`src/rtl/ysyx_23060240_mem_pkg.sv`:
```
// Shared types and default widths for the IFU/LSU data-memory arbiter.
package ysyx_23060240_mem_pkg;

  typedef enum logic [1:0] {
    IDLE = 2'd0,
    REQ  = 2'd1,
    WAIT = 2'd2
  } arb_state_t;

  typedef enum logic {
    OWN_IFU = 1'b0,
    OWN_LSU = 1'b1
  } arb_owner_t;

  localparam int ADDR_W_DEF = 32;
  localparam int DATA_W_DEF = 32;
  localparam int MASK_W_DEF = 8;

endpackage

```
`src/rtl/ysyx_23060240_arb_pick.sv`:
```
// Combinational winner selection between IFU and LSU requests.
// YSYX_23060240_ARB_RR_EN selects round-robin ties; otherwise LSU has fixed priority.
module ysyx_23060240_arb_pick
  import ysyx_23060240_mem_pkg::*;
(
  input  logic       ifu_valid,
  input  logic       lsu_valid,
`ifdef YSYX_23060240_ARB_RR_EN
  input  arb_owner_t last_grant,
`endif
  output logic       grant_ifu,
  output logic       grant_lsu
);

  always_comb begin
    grant_ifu = 1'b0;
    grant_lsu = 1'b0;
`ifdef YSYX_23060240_ARB_RR_EN
    // On a tie the requester that was not granted last goes first.
    grant_ifu = ifu_valid && (!lsu_valid || (last_grant == OWN_LSU));
    grant_lsu = lsu_valid && !grant_ifu;
`else
    grant_lsu = lsu_valid;
    grant_ifu = ifu_valid && !lsu_valid;
`endif
  end

endmodule

```
`src/rtl/ysyx_23060240_mem_arbiter.sv`:
```
// Serialises IFU fetches and LSU loads/stores onto one memory port, one transaction in flight.
// Tie-break policy chosen by YSYX_23060240_ARB_RR_EN (round-robin) or fixed LSU priority.
module ysyx_23060240_mem_arbiter
  import ysyx_23060240_mem_pkg::*;
#(
  parameter int ADDR_W = ADDR_W_DEF,
  parameter int DATA_W = DATA_W_DEF,
  parameter int MASK_W = MASK_W_DEF
) (
  input  logic              clk,
  input  logic              rst,
  input  logic              ifu_req_valid,
  output logic              ifu_req_ready,
  input  logic [ADDR_W-1:0] ifu_raddr,
  output logic              ifu_resp_valid,
  output logic [DATA_W-1:0] ifu_rdata,
  input  logic              lsu_req_valid,
  output logic              lsu_req_ready,
  input  logic              lsu_we,
  input  logic [ADDR_W-1:0] lsu_addr,
  input  logic [DATA_W-1:0] lsu_wdata,
  input  logic [MASK_W-1:0] lsu_wmask,
  output logic              lsu_resp_valid,
  output logic [DATA_W-1:0] lsu_rdata,
  output logic              mem_req_valid,
  input  logic              mem_req_ready,
  output logic              mem_we,
  output logic [ADDR_W-1:0] mem_addr,
  output logic [DATA_W-1:0] mem_wdata,
  output logic [MASK_W-1:0] mem_wmask,
  input  logic              mem_resp_valid,
  input  logic [DATA_W-1:0] mem_rdata
);

  arb_state_t state;
  arb_owner_t owner;
  logic       pick_ifu;
  logic       pick_lsu;
  logic       idle_open;
  logic       deliver;

`ifdef YSYX_23060240_ARB_RR_EN
  arb_owner_t last_grant;
`endif

  ysyx_23060240_arb_pick u_pick (
    .ifu_valid  (ifu_req_valid),
    .lsu_valid  (lsu_req_valid),
`ifdef YSYX_23060240_ARB_RR_EN
    .last_grant (last_grant),
`endif
    .grant_ifu  (pick_ifu),
    .grant_lsu  (pick_lsu)
  );

  // Readies are masked while rst is held so no requester sees an acceptance that is never latched.
  assign idle_open     = (state == IDLE) && !rst;
  assign ifu_req_ready = idle_open && pick_ifu;
  assign lsu_req_ready = idle_open && pick_lsu;

  assign deliver        = (state == WAIT) && mem_resp_valid;
  assign ifu_resp_valid = deliver && (owner == OWN_IFU);
  assign lsu_resp_valid = deliver && (owner == OWN_LSU);
  assign ifu_rdata      = ifu_resp_valid ? mem_rdata : '0;
  assign lsu_rdata      = lsu_resp_valid ? mem_rdata : '0;

  always_ff @(posedge clk or posedge rst) begin
    if (rst) begin
      state         <= IDLE;
      owner         <= OWN_LSU;
      mem_req_valid <= 1'b0;
      mem_we        <= 1'b0;
      mem_addr      <= '0;
      mem_wdata     <= '0;
      mem_wmask     <= '0;
`ifdef YSYX_23060240_ARB_RR_EN
      last_grant    <= OWN_LSU;
`endif
    end else begin
      case (state)
        IDLE: begin
          if (ifu_req_ready) begin
            owner         <= OWN_IFU;
            mem_we        <= 1'b0;
            mem_addr      <= ifu_raddr;
            mem_wdata     <= '0;
            mem_wmask     <= '0;
            mem_req_valid <= 1'b1;
            state         <= REQ;
`ifdef YSYX_23060240_ARB_RR_EN
            last_grant    <= OWN_IFU;
`endif
          end else if (lsu_req_ready) begin
            owner         <= OWN_LSU;
            mem_we        <= lsu_we;
            mem_addr      <= lsu_addr;
            mem_wdata     <= lsu_wdata;
            mem_wmask     <= lsu_wmask;
            mem_req_valid <= 1'b1;
            state         <= REQ;
`ifdef YSYX_23060240_ARB_RR_EN
            last_grant    <= OWN_LSU;
`endif
          end
        end
        REQ: begin
          if (mem_req_ready) begin
            mem_req_valid <= 1'b0;
            state         <= WAIT;
          end
        end
        WAIT: begin
          if (mem_resp_valid) state <= IDLE;
        end
        default: begin
          mem_req_valid <= 1'b0;
          state         <= IDLE;
        end
      endcase
    end
  end

endmodule

```
`config.mk`:
```
export PLATFORM = sky130hd
export DESIGN_NAME = ysyx_23060240_mem_arbiter
export DESIGN_NICKNAME = d
export VERILOG_FILES = /design/src/rtl/ysyx_23060240_mem_pkg.sv /design/src/rtl/ysyx_23060240_arb_pick.sv /design/src/rtl/ysyx_23060240_mem_arbiter.sv
export SDC_FILE = /design/constraint.sdc
export NUM_CORES = 1
export LEC_CHECK = 0
export ABC_CLOCK_PERIOD_IN_PS = 4100
export BUFFER_PORTS_ARGS = -buffer_cell sky130_fd_sc_hd__buf_2
export CAP_MARGIN = 10
export CORE_AREA = 8 8 104 106
export CTS_BUF_LIST = sky130_fd_sc_hd__clkbuf_2 sky130_fd_sc_hd__clkbuf_4 sky130_fd_sc_hd__clkbuf_8
export DETAILED_ROUTE_END_ITERATION = 8
export DIE_AREA = 0 0 112 114
export HOLD_SLACK_MARGIN = 0.15
export PLACE_DENSITY = 0.87
export SYNTH_ARGS = -nofsm -noshare
export SYNTH_HDL_FRONTEND = slang
export SYNTH_SLANG_ARGS = --single-unit
```
`constraint.sdc`:
```
create_clock -name clk -period 4.1 [get_ports clk]
set_input_delay 0.82 -clock clk [delete_from_list [all_inputs] [get_ports clk]]
set_output_delay 0.82 -clock clk [all_outputs]
set_load 0.05 [all_outputs]
```
==> impl_metrics.toml <==
[outcome]
status = "finished, final reports clean"

[worst_setup_path]
worst-path-max-fanout = 33
r2r_start = "state[0]$_DFFE_PP0P_"
cp_num_cells = 4
end_kind = "primary output"
cp_num_buf_inv = 2
cp_top_family = "simple AND/OR/NAND/NOR gates"
reg2reg_slack_ns = 2.46
crit_chain = "buf_2, and4b_1, and2_1, buf_2"
cp-start-kind = "input pin"
cpMaxStageDelayCell = "and4b_1"
r2r-end = "mem_wdata[12]$_DFFE_PP0P_"
crit_type = "in -> out"
required_ns = 3.28
cp.arrival_ns = 2.11
cpMostUsedCell = "buf_2"
rr_worst_depth = 4
max_stage_delay_ns = 0.71

[synthesis]
ys_ff_latch = 77
synthDistinctLibCells = 23
synth_nets = 431
syn_inst = 288
yosys_warnings = 0
syn-cell-area_um2 = 3780
ys_seq_area_share_pct = 51.1
postSynthAreaPerCell_um2 = 13.1

[sta]
clock-skew-final_ns = 0.0159
post-route-period-util_pct = 71.4
maxSlewHeadroom_pct = 48.2
hold_viol = 0
holdWs_ns = 0.488
worst_slew_pin_slew_ns = 0.777
report.final.slew_viol_count = 0
setup_violations = 0
finalCriticalPeriod_ns = 2.93
tns_ns = 0
rsz0062_at_grt = "no"
clock.fmax_mhz = 342
worst_slack_ns = 1.17

[clock_network]
post-cts-setup-buffers = 0
clockBufferDepth = 2
clkTransAtPathRegs_ns = 0.08
clk-insertion-delay-late_ns = 0.34
clock-sinks = 77
holdBufCountCts = 0
cts_tree = "done"
cts_resized = 0
cts_root_buf = "clkbuf_8"
numCtsBuffers = 9
htree_num_levels = 3

[finish]
fillers = 774
area_delta_synth_final_pct = 44.1
layout_common_cells = "284 x buf_2, 76 x dfrtp_1, 66 x and2_1, 41 x a22o_1, 27 x mux2_4"
layout-drive-gt1-share_pct = 63.2
final_nets = 709
layout_commonest_cell = "buf_2"
final_cell_area_um2 = 5440
diodes = 0

[place]
port_buffers = 284
gp_congestion = 0.890
pre_cts_slack_ns = 1.19
placed_area_um2 = 5260
dp_hpwl_mm = 10.5

[pwr]
ir_drop_mv = 0.565
power.total_w = 0.00454
p_leak_nw = 3.09
power_density_nw_per_um2 = 835

[routing]
drc = 0
drt-total-wl_mm = 12.8
viasPerCell = 4.87
wl_per_cell_um = 18.8
first_pass_iters = 4
met2RoutedLength_mm = 6.97
vias = 3317
highest_layer = "met4"
drt_iter0_drc = 193
wl_met1_mm = 4.40
wl_met3_mm = 1.12
drtAntennaViolNets = 0

[hold_path]
holdCritPathClass = "reg -> reg"
hold_end = "mem_addr[31]$_DFFE_PP0P_"
hold_path.startpoint = "mem_addr[31]$_DFFE_PP0P_"
min_path_cells = 1

[global_route]
overflow = 0
grt_max_degree = 43
grt.total_usage_pct = 19.3
grt_pass1_wl_mm = 19.7
antenna_found_initial = 0
first_global_vias = 3840

[die]
initial_utilization_pct = 41.5
dieArea_um2 = 12800
die_w_um = 112
fp.coreArea_um2 = 9110
num_io_pins = 285
rows = 35
die_height_um = 114

[flow_run]
maxCapViolations = 0
## cells in the mapped netlist (all sizes together)
| cell type | instances | share of area [%] |
|---|---|---|
| o21ai | 3 | 0.50 |
| nor3b | 1 | 0.33 |
| a21o | 1 | 0.20 |
| dfrtp | 76 | 50 |
| mux2 | 64 | 22 |
| nor2b | 1 | 0.17 |
| nor3 | 1 | 0.43 |
| nand2 | 5 | 0.50 |
| buf | 18 | 3.3 |
| and4b | 1 | 0.27 |
| nand2b | 1 | 0.17 |
| nor2 | 1 | 0.099 |
| and2 | 66 | 11 |
| clkbuf | 5 | 0.50 |
| dfstp | 1 | 0.70 |
| a22o | 41 | 9.5 |
| nand3b | 1 | 0.20 |
| inv | 1 | 0.099 |
## cells by family after synthesis
family          share of synthesized area (%)
compound gates                           10.2
buf+inv                                  3.88
flops                                    51.1
mux                                      21.8
simple gates                             13.1
## power by group
part | leakage [nW] | internal (W) | switching, W
Clock | 0.0915 | 0.000278 | 0.000280
Sequential | 0.947 | 0.00113 | 0.000211
Combinational | 2.05 | 0.000706 | 0.00193
Total | 3.09 | 0.00212 | 0.00242
## per-stage QoR
step	utilization (%)	std cells
6_report	59.8	681
2_1_floorplan	-	288
3_5_place_dp	57.7	666
4_1_cts	59.8	681
5_1_grt	59.8	681
3_3_place_gp	57.7	666
## per-layer routing
metal,vias up,track usage (%)
met3,20,8.08
met4,0,7.28
li1,1556,-
met5,-,0
met1,1562,17.8
met2,179,37.2
## worst max-delay path by stage
stage,start,end
final,mem_resp_valid,lsu_rdata[1]
after detailed placement,mem_resp_valid,lsu_rdata[1]
after floorplan,mem_resp_valid,lsu_rdata[22]
after CTS,owner$_DFFE_PP1P_,lsu_rdata[1]
after global placement,mem_resp_valid,lsu_rdata[5]
after global routing,owner$_DFFE_PP1P_,lsu_rdata[23]
## area by class of cell
cell class / count / area, um^2 / share of cell area (%)
sequential: 77 / 1930 / 35.4
multi-input combinational: 187 / 1720 / 31.5
timing repair buffer: 290 / 1470 / 26.9
tap: 111 / 139 / 2.55
clock buffer: 9 / 124 / 2.28
clock inverter: 6 / 63.8 / 1.17
inverter: 1 / 5.00 / 0.0920
## state kept, by name, indices dropped and copies added (netlist names)
| name | count |
|---|---|
| mem_addr | 32 |
| mem_req_valid | 1 |
| mem_wdata | 32 |
| mem_we | 1 |
| mem_wmask | 8 |
| owner | 1 |
| state | 2 |
(Power assumes the default switching activity.)
